### src/rtl/xor_checksum_if.sv
// Handshake bundle for xor_checksum: producer-side beat channel and
// consumer-side result channel. The block itself connects through the slave
// modport. The environment that feeds it and drains it uses master.
interface xor_checksum_if #(
   parameter int WIDTH = 16,
   parameter int CNT_W = 8
);
   logic             in_valid;
   logic             in_ready;
   logic [WIDTH-1:0] in_data;
   logic             in_last;
   logic             out_valid;
   logic             out_ready;
   logic [WIDTH-1:0] out_sum;
   logic             out_parity;
   logic [CNT_W-1:0] out_count;
   logic             out_ovf;

   modport master (
      output in_valid, in_data, in_last, out_ready,
      input  in_ready, out_valid, out_sum, out_parity, out_count, out_ovf
   );

   modport slave (
      input  in_valid, in_data, in_last, out_ready,
      output in_ready, out_valid, out_sum, out_parity, out_count, out_ovf
   );
endinterface

### src/rtl/xor_checksum.sv
// Streaming XOR checksum. It folds every accepted beat of a frame into a
// seeded accumulator and presents sum, parity and a saturating beat count
// one cycle after the last beat. The result is held until the consumer
// takes it. There is no bypass: the next frame starts the cycle after the
// result handshake.
module xor_checksum #(
   parameter int               WIDTH = 16,
   parameter int               CNT_W = 8,
   parameter logic [WIDTH-1:0] SEED  = '0
) (
   input logic           clk,
   input logic           reset,
   xor_checksum_if.slave bus
);

   localparam logic [1:0] IDLE  = 2'd0;
   localparam logic [1:0] ACCUM = 2'd1;
   localparam logic [1:0] HOLD  = 2'd2;

   localparam logic [CNT_W-1:0] CNT_MAX = '1;

   logic [1:0]       state;
   logic [WIDTH-1:0] acc;
   logic [CNT_W-1:0] cnt;
   logic             ovf;

   logic             valid_r;
   logic [WIDTH-1:0] sum_r;
   logic             parity_r;
   logic [CNT_W-1:0] count_r;
   logic             ovf_r;

   logic             in_ready_w;
   logic             accept;
   logic             done;
   logic [WIDTH-1:0] acc_base;
   logic [CNT_W-1:0] cnt_base;
   logic             ovf_base;
   logic [WIDTH-1:0] acc_nxt;
   logic [CNT_W-1:0] cnt_nxt;
   logic             ovf_nxt;

   // in_ready decodes the state register only, so in_valid and out_ready
   // have no combinational path to it.
   assign in_ready_w = (state != HOLD);
   assign accept     = bus.in_valid & in_ready_w;
   assign done       = accept & bus.in_last;

   // Post-update accumulator values. In IDLE the fold restarts from the seed,
   // so the first beat needs no separate clear cycle.
   always_comb begin
      acc_base = (state == IDLE) ? SEED : acc;
      cnt_base = (state == IDLE) ? '0 : cnt;
      ovf_base = (state == IDLE) ? 1'b0 : ovf;
      acc_nxt  = acc_base ^ bus.in_data;
      cnt_nxt  = (cnt_base == CNT_MAX) ? CNT_MAX : cnt_base + CNT_W'(1);
      ovf_nxt  = ovf_base | (cnt_base == CNT_MAX);
   end

   // Frame sequencing: IDLE -> ACCUM on the first beat, -> HOLD on the last
   // beat, and back to IDLE when the result is taken.
   always_ff @(posedge clk or posedge reset) begin
      if (reset) begin
         state <= IDLE;
      end else begin
         case (state)
            IDLE, ACCUM: begin
               if (accept) state <= bus.in_last ? HOLD : ACCUM;
            end
            HOLD: begin
               if (bus.out_ready) state <= IDLE;
            end
            default: state <= IDLE;
         endcase
      end
   end

   // Running checksum and beat count. Both are updated only on an accepted
   // beat, so data presented while in_valid is low never reaches them.
   always_ff @(posedge clk or posedge reset) begin
      if (reset) begin
         acc <= SEED;
         cnt <= '0;
         ovf <= 1'b0;
      end else if (accept) begin
         acc <= acc_nxt;
         cnt <= cnt_nxt;
         ovf <= ovf_nxt;
      end else if (state == HOLD && bus.out_ready) begin
         acc <= SEED;
         cnt <= '0;
         ovf <= 1'b0;
      end
   end

   // Result registers: captured on the last beat's edge and held until the
   // result handshake. The values themselves are left in place after the
   // handshake, because only out_valid is cleared.
   always_ff @(posedge clk or posedge reset) begin
      if (reset) begin
         valid_r  <= 1'b0;
         sum_r    <= '0;
         parity_r <= 1'b0;
         count_r  <= '0;
         ovf_r    <= 1'b0;
      end else if (done) begin
         valid_r  <= 1'b1;
         sum_r    <= acc_nxt;
         parity_r <= ^acc_nxt;
         count_r  <= cnt_nxt;
         ovf_r    <= ovf_nxt;
      end else if (valid_r && bus.out_ready) begin
         valid_r  <= 1'b0;
      end
   end

   assign bus.in_ready   = in_ready_w;
   assign bus.out_valid  = valid_r;
   assign bus.out_sum    = sum_r;
   assign bus.out_parity = parity_r;
   assign bus.out_count  = count_r;
   assign bus.out_ovf    = ovf_r;

endmodule
### src/flat_wrapper.sv
// flat-port wrapper written by rule: the top's interface ports become plain ports
module xor_checksum_flat 
#(
   parameter int               WIDTH = 16,
   parameter int               CNT_W = 8,
   parameter logic [WIDTH-1:0] SEED  = '0
)
  (clk, reset, bus_in_valid, bus_in_data, bus_in_last, bus_out_ready, bus_in_ready, bus_out_valid, bus_out_sum, bus_out_parity, bus_out_count, bus_out_ovf);
  xor_checksum_if #(.WIDTH(WIDTH), .CNT_W(CNT_W)) bus_i ();
  input logic clk;
  input logic reset;
  input wire logic [$bits(bus_i.in_valid)-1:0] bus_in_valid;
  input wire logic [$bits(bus_i.in_data)-1:0] bus_in_data;
  input wire logic [$bits(bus_i.in_last)-1:0] bus_in_last;
  input wire logic [$bits(bus_i.out_ready)-1:0] bus_out_ready;
  output wire logic [$bits(bus_i.in_ready)-1:0] bus_in_ready;
  output wire logic [$bits(bus_i.out_valid)-1:0] bus_out_valid;
  output wire logic [$bits(bus_i.out_sum)-1:0] bus_out_sum;
  output wire logic [$bits(bus_i.out_parity)-1:0] bus_out_parity;
  output wire logic [$bits(bus_i.out_count)-1:0] bus_out_count;
  output wire logic [$bits(bus_i.out_ovf)-1:0] bus_out_ovf;
  assign bus_i.in_valid = bus_in_valid;
  assign bus_i.in_data = bus_in_data;
  assign bus_i.in_last = bus_in_last;
  assign bus_i.out_ready = bus_out_ready;
  assign bus_in_ready = bus_i.in_ready;
  assign bus_out_valid = bus_i.out_valid;
  assign bus_out_sum = bus_i.out_sum;
  assign bus_out_parity = bus_i.out_parity;
  assign bus_out_count = bus_i.out_count;
  assign bus_out_ovf = bus_i.out_ovf;
  xor_checksum #(.WIDTH(WIDTH), .CNT_W(CNT_W), .SEED(SEED)) u_core (.clk(clk), .reset(reset), .bus(bus_i));
endmodule
### config.mk
export PLATFORM = sky130hd
export DESIGN_NAME = xor_checksum_flat
export DESIGN_NICKNAME = d
export VERILOG_FILES = /design/src/rtl/xor_checksum_if.sv /design/src/rtl/xor_checksum.sv /design/src/flat_wrapper.sv
export SDC_FILE = /design/constraint.sdc
export NUM_CORES = 1
export LEC_CHECK = 0
export ABC_AREA = 1
export CAP_MARGIN = 20
export CELL_PAD_IN_SITES_DETAIL_PLACEMENT = 0
export CELL_PAD_IN_SITES_GLOBAL_PLACEMENT = 1
export CORE_MARGIN = 5
export CORE_UTILIZATION = 34
export DETAILED_ROUTE_END_ITERATION = 10
export PLACE_DENSITY_LB_ADDON = 0.12
export SYNTH_ARGS = -nofsm -noshare
export SYNTH_HDL_FRONTEND = slang
export SYNTH_SLANG_ARGS = --single-unit
### constraint.sdc
create_clock -name clk -period 1.8 [get_ports clk]
set_clock_uncertainty 0.1 [all_clocks]
set_input_delay 0.54 -clock clk [delete_from_list [all_inputs] [get_ports clk]]
set_output_delay 0.54 -clock clk [all_outputs]
set_load 0.005 [all_outputs]
==> out/results.ini <==
[placed_design]
portBuffers=48
gp_congestion=0.791
post-place-ws_ns=-0.314
place_hpwl_um=5540

[sta]
max_freq_mhz=508
max_slew_margin=0.797
worst_pin_slew_ns=0.304
layout_setup_ws_ns=-0.168
rsz0062_at_grt=true
finalCritPeriodShare=1.09
hold_ws_ns=0.383
fin_tns_setup_ns=-0.923
period_minus_slack_ns=1.97
maxSlewViolCount=0
setup_viol=17
finalHoldViolations=0

[clock_network]
cts_tree=done
htree_levels=2
clock_latency_ns=0.30
clock_path_buffers=2
clkTransAtPathRegs_ns=0.10
root_buffer=clkbuf_8
clock-sinks=54
cts_hold_buf=0
cts_buffers=5

[final_layout]
nNetsFinal=553
drive_gt1_frac=0.226
final_cell_mix=nand2_1, dfrtp_1, buf_4, inv_1
layout.cells.most_common=nand2_1
post-route-util=0.494
antenna_cells=0
areaGrowthSynthToFinish_pct=42.1

[global_routing]
first_global_vias=2922
antenna_found_initial=0
grt_pass1_wl_um=13400
gr-total-overflow=0
grt_max_degree=55
gr-usage-all-layers=0.148

[critical_path]
startpoint_type=flip-flop
critical_path.max_stage_delay_ns=0.41
critPathMaxFanout=5
worstPathCellList=buf_6, buf_6, nor2_4, buf_12, nor2_4, nand2_1, nand2_2, nand2_2, nand2_2, nand2_2, inv_2, nor2_4, nand2_1, nand2_1, nand2_1, nand3_1, nand2_1
cp.required_ns=1.90
cp_common_cell=nand2_1
endpoint_kind=flip-flop
crit_type=reg2reg
rr_startpoint=u_core.state[0]$_DFFE_PP0P_
r2r_slack_ns=-0.17
cp_slowest_cell=dfrtp_1
crit_arrival_ns=2.07
reg2reg_depth=17
r2r-end=u_core.bus.out_parity$_DFFE_PP0P_

[min_path]
min_path_cells=2
hp-class=reg2reg
holdPathEnd=u_core.bus.out_count[7]$_DFFE_PP0P_
min-delay-start=u_core.bus.out_count[7]$_DFFE_PP0P_

[routing]
post-route-drc-count=0
vias=2993
wl_per_cell_um=12.6
first_pass_iters=5
routed_via_density=4.68
postRouteAntennaNets=0
drt_iter0_markers=66
totalWireLength_um=8080

[floorplan]
fp.dieH_um=104
start_util=0.348
core_area_um2=8680
dieArea_um2=10900
rows=34
chipWidth_um=104
io_pins=49

[run_status]
violations=setup timing
run_status=finished with violations

[logic_synthesis]
ys_ff_latch=54
syn_avg_cell_area_um2=6.91
syn-instance-count=437
yosysWarnings=0
netlist_area_um2=3020
ys_types=21
seq_area_frac_synth=0.448
syn-num-nets=458

[power_and_ir_drop]
peakVddDrop_mv=0.524
power_density_nw_per_um2=1110
p_leak_nw=2.27

[flow_run]
drv_cap=0

[cells in the mapped netlist (all sizes together)]
cell type,number,area (µm²)
o22ai,13,81.3
o21ai,46,245
dfrtp,54,1350
a21oi,4,20.0
nand2,205,797
nor3,1,16.3
nand3,32,160
inv,46,173
buf,7,48.8
nor2,22,100
clkbuf,7,26.3
[how the worst max path moves through the flow]
stage,startpoint,depth (start not counted),endpoint
3_3_place_gp,bus_in_data[9],14,u_core.bus.out_parity$_DFFE_PP0P_
6_report,u_core.state[0]$_DFFE_PP0P_,17,u_core.bus.out_parity$_DFFE_PP0P_
2_1_floorplan,u_core.state[1]$_DFFE_PP0P_,15,u_core.bus.out_parity$_DFFE_PP0P_
4_1_cts,u_core.state[0]$_DFFE_PP0P_,17,u_core.bus.out_parity$_DFFE_PP0P_
3_5_place_dp,bus_in_data[11],14,u_core.bus.out_parity$_DFFE_PP0P_
5_1_grt,u_core.state[0]$_DFFE_PP0P_,17,u_core.bus.out_parity$_DFFE_PP0P_
[worst max-delay path, delay by kind of cell, from the launching register on]
kind,cells,cell delay (ns)
buffers and inverters,4,0.44
DFF,1,0.41
and+or+nand+nor,13,0.91
[registers in the layout, indices dropped and copies added (netlist names), 2 cells and up]
signal	flops
u_core.acc	16
u_core.cnt	8
u_core.state	2
u_core.bus.out_sum	16
u_core.bus.out_count	8
[routing by layer]
metal	track usage	vias up	routed length, µm
met1	0.200	1373	3850
li1	-	1564	-
met5	0	-	0
met3	0.0286	4	338
met2	0.241	52	3840
met4	0.0435	0	55
[where the power goes]
| part | internal [mW] | switching, mW |
|---|---|---|
| Sequential | 1.53 | 0.201 |
| Clock | 0.270 | 0.390 |
| Combinational | 1.11 | 1.27 |
[cell type report]
cell class	count	area (µm²)
fill	897	4390
multi-input combinational	323	1580
sequential	54	1350
timing repair buffer	102	967
inverter	46	179
tap	108	135
clock buffer	7	76.3
[metrics by stage]
step | std cells | power (mW) | cell area (µm²)
finish | 640 | 4.77 | 4290
global placement | 620 | 3.90 | 3930
global route | 640 | 5.20 | 4290
CTS | 633 | 4.58 | 4050
floorplan | 437 | 2.92 | 3020
detailed placement | 620 | 3.93 | 3930
[logic make-up (layout without fill, tap and decap cells)]
group,count (synthesis),in the layout,synth area share
and+or+nand+nor,260,260,0.356
AOI/OAI and AO/OA,63,63,0.115
buffers and inverters,60,155,0.0821
DFF,54,54,0.448
[timing repair]
action,in CTS,in global routing
setup buffers,6,6
resized for setup,41,64
pin swaps,0,31
gates cloned,0,1
setup endpoints to repair,34,20
Note: power is estimated with default switching activity, not from simulation.
